<file path="src/rtl/fpnew_issue_rob.sv">
// In-order issue / reorder front-end for the FPU valid/ready interface.
// Optional sticky fflags accumulator: define FPNEW_ISSUE_ROB_FFLAGS_EN.

module fpnew_issue_rob_entry #(
  parameter int WIDTH = 64
) (
  input  logic             clk,
  input  logic             rst,
  input  logic             flush,
  input  logic             set,
  input  logic             wr,
  input  logic             free,
  input  logic [WIDTH-1:0] wr_result,
  input  logic [4:0]       wr_status,
  output logic             alloc,
  output logic             done,
  output logic [WIDTH-1:0] result,
  output logic [4:0]       status
);

  always_ff @(posedge clk or posedge rst) begin
    if (rst) begin
      alloc <= 1'b0;
      done  <= 1'b0;
    end else if (flush) begin
      alloc <= 1'b0;
      done  <= 1'b0;
    end else begin
      // set/free never target the same entry: issue is blocked when full
      if (set)  begin alloc <= 1'b1; done <= 1'b0; end
      if (free) alloc <= 1'b0;
      if (wr)   done  <= 1'b1;
    end
  end

  always_ff @(posedge clk) begin
    if (wr) begin
      result <= wr_result;
      status <= wr_status;
    end
  end

endmodule

module fpnew_issue_rob #(
  parameter int WIDTH = 64,
  parameter int OP_W  = 32,
  parameter int DEPTH = 4,
  parameter int TAG_W = $clog2(DEPTH)
) (
  input  logic                 clk_i,
  input  logic                 rst_i,
  input  logic                 req_valid_i,
  output logic                 req_ready_o,
  input  logic [3*WIDTH-1:0]   req_operands_i,
  input  logic [OP_W-1:0]      req_op_i,
  output logic                 fpu_in_valid_o,
  input  logic                 fpu_in_ready_i,
  output logic [3*WIDTH-1:0]   fpu_operands_o,
  output logic [OP_W-1:0]      fpu_op_o,
  output logic [TAG_W-1:0]     fpu_tag_o,
  input  logic                 fpu_out_valid_i,
  output logic                 fpu_out_ready_o,
  input  logic [WIDTH-1:0]     fpu_result_i,
  input  logic [4:0]           fpu_status_i,
  input  logic [TAG_W-1:0]     fpu_tag_i,
  output logic                 fpu_flush_o,
  output logic                 rsp_valid_o,
  input  logic                 rsp_ready_i,
  output logic [WIDTH-1:0]     rsp_result_o,
  output logic [4:0]           rsp_status_o,
  input  logic                 flush_i,
  output logic [4:0]           fflags_o,
  input  logic                 fflags_clr_i,
  output logic [TAG_W:0]       count_o,
  output logic                 busy_o,
  output logic                 protocol_err_o
);

  logic [TAG_W:0]   head, tail;
  logic [TAG_W-1:0] head_idx, tail_idx;
  logic             empty, full;
  logic             issue_fire, resp_fire, slot_ok, wr_en, retire_fire;

  logic [DEPTH-1:0]            alloc_v, done_v;
  logic [DEPTH-1:0][WIDTH-1:0] ent_result;
  logic [DEPTH-1:0][4:0]       ent_status;

  assign head_idx = head[TAG_W-1:0];
  assign tail_idx = tail[TAG_W-1:0];
  assign empty    = (head == tail);
  assign full     = (head_idx == tail_idx) && (head[TAG_W] != tail[TAG_W]);

  // Issue path is pure pass-through; valid must not look at the FPU's ready.
  assign fpu_in_valid_o = req_valid_i & ~full & ~flush_i;
  assign req_ready_o    = fpu_in_ready_i & ~full & ~flush_i;
  assign fpu_operands_o = req_operands_i;
  assign fpu_op_o       = req_op_i;
  assign fpu_tag_o      = tail_idx;
  assign issue_fire     = fpu_in_valid_o & fpu_in_ready_i;

  assign fpu_out_ready_o = ~flush_i;
  assign resp_fire       = fpu_out_valid_i & fpu_out_ready_o;
  assign slot_ok         = alloc_v[fpu_tag_i] & ~done_v[fpu_tag_i];
  assign wr_en           = resp_fire & slot_ok;

  assign rsp_valid_o  = ~empty & done_v[head_idx] & ~flush_i;
  assign rsp_result_o = ent_result[head_idx];
  assign rsp_status_o = ent_status[head_idx];
  assign retire_fire  = rsp_valid_o & rsp_ready_i;

  assign fpu_flush_o = flush_i;
  assign count_o     = tail - head;
  assign busy_o      = (count_o != '0);

  for (genvar e = 0; e < DEPTH; e++) begin : g_ent
    fpnew_issue_rob_entry #(.WIDTH(WIDTH)) u_ent (
      .clk       (clk_i),
      .rst       (rst_i),
      .flush     (flush_i),
      .set       (issue_fire & (tail_idx == TAG_W'(e))),
      .wr        (wr_en & (fpu_tag_i == TAG_W'(e))),
      .free      (retire_fire & (head_idx == TAG_W'(e))),
      .wr_result (fpu_result_i),
      .wr_status (fpu_status_i),
      .alloc     (alloc_v[e]),
      .done      (done_v[e]),
      .result    (ent_result[e]),
      .status    (ent_status[e])
    );
  end

  always_ff @(posedge clk_i or posedge rst_i) begin
    if (rst_i) begin
      head <= '0;
      tail <= '0;
    end else if (flush_i) begin
      head <= '0;
      tail <= '0;
    end else begin
      if (issue_fire)  tail <= tail + 1'b1;
      if (retire_fire) head <= head + 1'b1;
    end
  end

  // Stray response: target entry unallocated or already holding a result.
  always_ff @(posedge clk_i or posedge rst_i) begin
    if (rst_i)                      protocol_err_o <= 1'b0;
    else if (resp_fire && !slot_ok) protocol_err_o <= 1'b1;
  end

`ifdef FPNEW_ISSUE_ROB_FFLAGS_EN
  logic [4:0] fflags_q;
  logic [4:0] ret_flags;

  assign ret_flags = retire_fire ? rsp_status_o : 5'b0;

  // A clear and a same-cycle retire leave only the retiring op's flags.
  always_ff @(posedge clk_i or posedge rst_i) begin
    if (rst_i)             fflags_q <= 5'b0;
    else if (fflags_clr_i) fflags_q <= ret_flags;
    else                   fflags_q <= fflags_q | ret_flags;
  end

  assign fflags_o = fflags_q;
`else
  logic unused_fflags_clr;
  assign unused_fflags_clr = fflags_clr_i;
  assign fflags_o          = 5'b0;
`endif

endmodule

</file>
<file path="config.mk">
export PLATFORM = sky130hd
export DESIGN_NAME = fpnew_issue_rob
export DESIGN_NICKNAME = d
export VERILOG_FILES = /design/src/rtl/fpnew_issue_rob.sv
export SDC_FILE = /design/constraint.sdc
export NUM_CORES = 1
export LEC_CHECK = 0
export CAP_MARGIN = 10
export CORE_AREA = 2 2 237 239
export CTS_BUF_LIST = sky130_fd_sc_hd__clkbuf_4
export DETAILED_ROUTE_END_ITERATION = 6
export DIE_AREA = 0 0 239 241
export PLACE_DENSITY = 0.6
export RECOVER_POWER = 100
export SKIP_CTS_REPAIR_TIMING = 1
export SLEW_MARGIN = 10
export SYNTH_ARGS = -nofsm -noshare
export SYNTH_HDL_FRONTEND = slang
export SYNTH_SLANG_ARGS = --single-unit
</file>
<file path="constraint.sdc">
create_clock -name clk_i -period 6.7 [get_ports clk_i]
set_input_delay 1.34 -clock clk_i [delete_from_list [all_inputs] [get_ports clk_i]]
set_output_delay 1.34 -clock clk_i [all_outputs]
set_load 0.1 [all_outputs]
</file>
# ---- After elaboration in Yosys (flattened, before gate mapping)
# Cells that the tools add are included.
dict set report totals {
  ff_bits 291
  latchBits 0
  ram_bits 0
  mem_bits_ro 0
  input_bits 303
  output_inout_bits 310
  elab_cells 118
  mem_count 0
}
dict set report op_classes {
  addsub 3
  multipliers 0
  div_mod_pow 0
  magnitude_cmp 2
  eq_ne 12
  shift 0
  muxes 38
  n_bitwise 27
  reduce_logical 17
}
# op count
set ops {}
lappend ops {{$bmux 64 s2} 1}
lappend ops {{$mux 64} 1}
lappend ops {{$mux 1} 27}
lappend ops {{$reduce_bool 3->1} 9}
lappend ops {{$and 1x1->1} 23}
lappend ops {{$eq 2x2->1 const B} 6}
lappend ops {{$mux 3} 4}
lappend ops {{$bmux 5 s2} 1}
lappend ops {{$add 3x1->3 const B} 2}
lappend ops {{$bmux 1 s2} 3}
lappend ops {{$eq 2x1->1 const B} 3}
lappend ops {{$logic_not 2->1} 3}
lappend ops {{$lt 2x3->1 const B} 2}
lappend ops {{$mux 5} 1}
lappend ops {{$not 1->1} 4}
lappend ops {{$reduce_bool 2->1} 2}
lappend ops {{$eq 3x3->1} 1}
lappend ops {{$sub 3x3->3} 1}
lappend ops {{$eq 2x2->1} 1}
lappend ops {{$logic_and 1x1->1} 2}
lappend ops {{$logic_not 1->1} 1}
lappend ops {{$ne 1x1->1} 1}

# ---- Longest topological paths before layout
dict set report depth {
  ltp_word 10
  depth_mapped 7
  ltp_nobuf 6
}

# ---- Hierarchy
# Synthesis repeated with hierarchy kept, for this count alone.
dict set report hier_totals {
  cells_unflattened 704
  hier_area_um2 12704.7
}
# mod n_inst cells_per_inst area_each_um2 seq_area_each_um2
set by_module_without_submodules {}
lappend by_module_without_submodules {fpnew_issue_rob_entry 4 77 2153.3 2122.0}
lappend by_module_without_submodules {fpnew_issue_rob 1 396 4091.4 175.2}

# ---- Worst setup path before layout
# OpenSTA, ideal clock, no wires.
dict set report synth_path {
  path_type {input -> register}
  start {input port flush_i}
  end {register g_ent[0].u_ent.result[0], enable pin}
  setup_ns 0.599
  arrival_time_ns 6.673
  t_required_ns 6.101
  path_slack_ns -0.572
  cell_stages 2
  path_buffers 0
  cell_sequence {nor3b_1 nor3b_1}
}
dict set report synth_via {
  elab_chain_len 4
}
# element line
set synth_rtl {}
lappend synth_rtl {{start: declaration} 72} ;# input logic flush_i,
lappend synth_rtl {{$not 1->1} 102} ;# assign fpu_out_ready_o = ~flush_i;
lappend synth_rtl {{$and 1x1->1} 103} ;# assign resp_fire = fpu_out_valid_i & fpu_out_ready_o;
lappend synth_rtl {{$and 1x1->1} 105} ;# assign wr_en = resp_fire & slot_ok;
lappend synth_rtl {{$and 1x1->1} 122} ;# .wr (wr_en & (fpu_tag_i == TAG_W'(e))),
lappend synth_rtl {{named net g_ent[0].u_ent.wr} 11} ;# input logic wr,
lappend synth_rtl {{end signal: assignment} 38} ;# result <= wr_result;
lappend synth_rtl {{end: declaration} 17} ;# output logic [WIDTH-1:0] result,
# The timed path passes the listed nets, and every way through them passes these cells.
# A chain may end at the register's enable or synchronous reset.

# ---- Worst setup path in the final report
dict set report layout_path {
  start {input port flush_i}
  end {register g_ent[0].u_ent.result[20], enable pin}
}
# Same word-level chain as after synthesis.

==> impl_metrics.yaml <==
status:
  status: "finished, violations left"
  violations: "capacitance limit, slew limit"
placement:
  io_buffers: 158
  hpwl_um: 45300
  postPlaceCellArea_um2: 13500
  place_congestion: 0.816
drt:
  vias: 6064
  vias_per_cell: 4.21
  dr_wl_met3_um: 16600
  dr.pass1.iters: 4
  routed.top_layer: "met5"
  wl_met1_um: 11700
  drc_errors: 0
  ant_nets: 0
  drt_iter0_markers: 207
  met2_length_um: 25700
  wl_per_cell_um: 38.5
  wirelength_um: 55500
setup_path:
  startpoint_type: "input port"
  r2r_start: "g_ent[0].u_ent.done"
  startpoint: "flush_i"
  critical_path_arrival_ns: 5.76
  path_max_fanout: 54
  cp-endpoint: "g_ent[0].u_ent.result[20]"
  worstSetupEndpointType: "flop"
  worstPathRequired_ns: 6.90
  crit_type: "input port to flop"
  ff2ff_path_depth: 3
  reg2reg_setup_slack_ns: 2.38
  reg2reg_to: "g_ent[0].u_ent.result[20]"
synthesis:
  synth-seq-cells: 291
  synth_cell_types: 36
  synth_area_leaders: "edfxtp_1, buf_4, mux4_2, dfrtp_1, ha_1"
  synth_adder_area_share_pct: 1.14
  synthArstFlopShare_pct: 5.15
  syn_avg_cell_area_um2: 18.5
  synth-xor-area-share_pct: 0.207
  synth_ff_type: "edfxtp_1"
  synth.area.mux_share_pct: 13.1
  synth-edff-count: 276
  yosysTopAreaCell: "edfxtp_1"
  synth_top_family_by_area: "buffers and inverters"
  yosys.area.top_type_share_pct: 65.4
  synth_most_common_cell: "edfxtp_1"
  synth_cells: 686
  synth_compound_area_share_pct: 1.32
  yosysSeqAreaShare_pct: 68.3
  yosys.area_share.simple_pct: 1.17
  syn_area_um2: 12700
  synth-warning-count: 0
  synthTopCellsByCount: "edfxtp_1, buf_4, mux4_2"
timing:
  min_period_over_period_pct: 82.9
  grt_setup_unrepaired: "no"
  skew_ns: 0.0642
  setup_viol_count_final: 0
  post-route-min-period_ns: 5.55
  clock.fmax_mhz: 180
  final_max_slew_viol_count: 171
  tns_ns: 0
  maxSlewHeadroom_pct: -157
  worst_slew_pin_slew_ns: 3.86
  timing.hold.ws_ns: 0.479
  final-hold-violation-count: 0
clock_network:
  cts_buffer_depth: 3
  cts_num_sinks: 291
  cts_tree: "yes"
  htreeDepth: 3
  clk_pin_slew_ns: 0.07
  cts_buffers: 74
  clk_latency_ns: 0.73
  cts_root_buf: "clkbuf_4"
cells_and_area:
  fillCellCount: 5596
  drive_gt1_share_pct: 26.6
  postLayoutCellArea_um2: 14300
  synthToLayoutAreaGrowth_pct: 12.9
  nets: 999
die:
  ios: 613
  coreArea_um2: 54900
  initial_core_util_pct: 23.1
  die_width_um: 239
  rows: 86
  die_area_um2: 57600
  fp.dieH_um: 241
global_routing:
  grt_max_degree: 59
  grt_overflow: 0
  grt_usage_pct: 18.7
  grt_pass1_wl_um: 67700
  antenna_found_initial: 12
  grt_pass1_vias: 6361
worst_hold_path:
  min_from: "protocol_err_o"
  min-delay-path-class: "flop to flop"
power:
  p_leak_nw: 4.54
  pwr_density_cell_nw_per_um2: 248
  peakVddDrop_mv: 0.167
flow_run:
  drv_cap: 5
## layer usage
metal	global-route usage [%]	up-vias
met2	28.8	580
met1	12.0	2970
met4	6.42	8
met3	25.7	78
li1	-	2428
met5	0.337	-
## per-stage QoR
| stage | cells | total power [mW] | util, % | worst slack [ns] |
|---|---|---|---|---|
| finish | 1441 | 3.56 | 26.1 | 1.15 |
| global route | 1439 | 3.71 | 26.1 | 0.814 |
| CTS | 1434 | 3.63 | 26.1 | 1.48 |
| detailed placement | 1313 | 2.19 | 24.5 | 1.70 |
| global placement | 1313 | 2.18 | 24.5 | 1.76 |
| floorplan | 690 | 2.74 | - | 1.37 |
## state kept, by name, summed over array words and instances, names as in the netlist
| signal | count |
|---|---|
| g_ent.u_ent.alloc | 4 |
| g_ent.u_ent.done | 4 |
| g_ent.u_ent.result | 256 |
| g_ent.u_ent.status | 20 |
| head | 3 |
| protocol_err_o | 1 |
| tail | 3 |
## cell families (layout without fill, tap and decap cells)
family                     count (synthesis)  after routing
DFF                                      291            291
buffers and inverters                    261            301
AOI/OAI and AO/OA                         19             19
other                                      1             12
xor gates and xnor gates                   3              3
adders and majority gates                 11             11
muxes                                     76             76
and+or+nand+nor                           24             24
## worst min path at each step
stage          cells past startpoint                  end  slack [ns]
4_1_cts                            1       protocol_err_o        0.49
6_report                           1       protocol_err_o        0.48
2_1_floorplan                      1  g_ent[0].u_ent.done        0.49
3_3_place_gp                       1       protocol_err_o        0.46
3_5_place_dp                       1       protocol_err_o        0.47
5_1_grt                            1       protocol_err_o        0.52
## final cells by class
class | count | area, um^2 | area share (%)
diodes | 7 | 17.5 | 0.122
repair buffers | 168 | 1660 | 11.6
flip-flops and latches | 291 | 8670 | 60.6
clock inverters | 20 | 121 | 0.848
multi-input cells | 138 | 2160 | 15.1
well taps | 704 | 881 | 6.16
clock buffers | 101 | 758 | 5.30
inverters | 12 | 45.0 | 0.315
## worst max-delay path, stage by stage
cell and delay, ns:
dlygate4sd3_1 0.81, nor3b_1 0.35, nor3b_1 0.41, clkbuf_1 2.71
## where the power goes
part | leakage, nW | internal [mW] | switching (mW) | total (mW)
clock | 0.517 | 0.734 | 0.682 | 1.42
combinational | 1.34 | 0.0467 | 0.0959 | 0.143
sequential | 2.68 | 1.99 | 0.00259 | 2.00
## cell usage in the layout, fill, tap and decap left out, types with 5 or more instances in the layout
master,n
diode_2,7
clkdlybuf4s50_1,6
edfxtp_1,276
nor3b_1,5
inv_1,11
clkbuf_1,7
a31o_2,5
dfrtp_1,13
clkinv_1,12
dlygate4sd3_1,152
mux4_2,71
clkbuf_4,101
ha_1,10
conb_1,5
(Power assumes the default switching activity.)
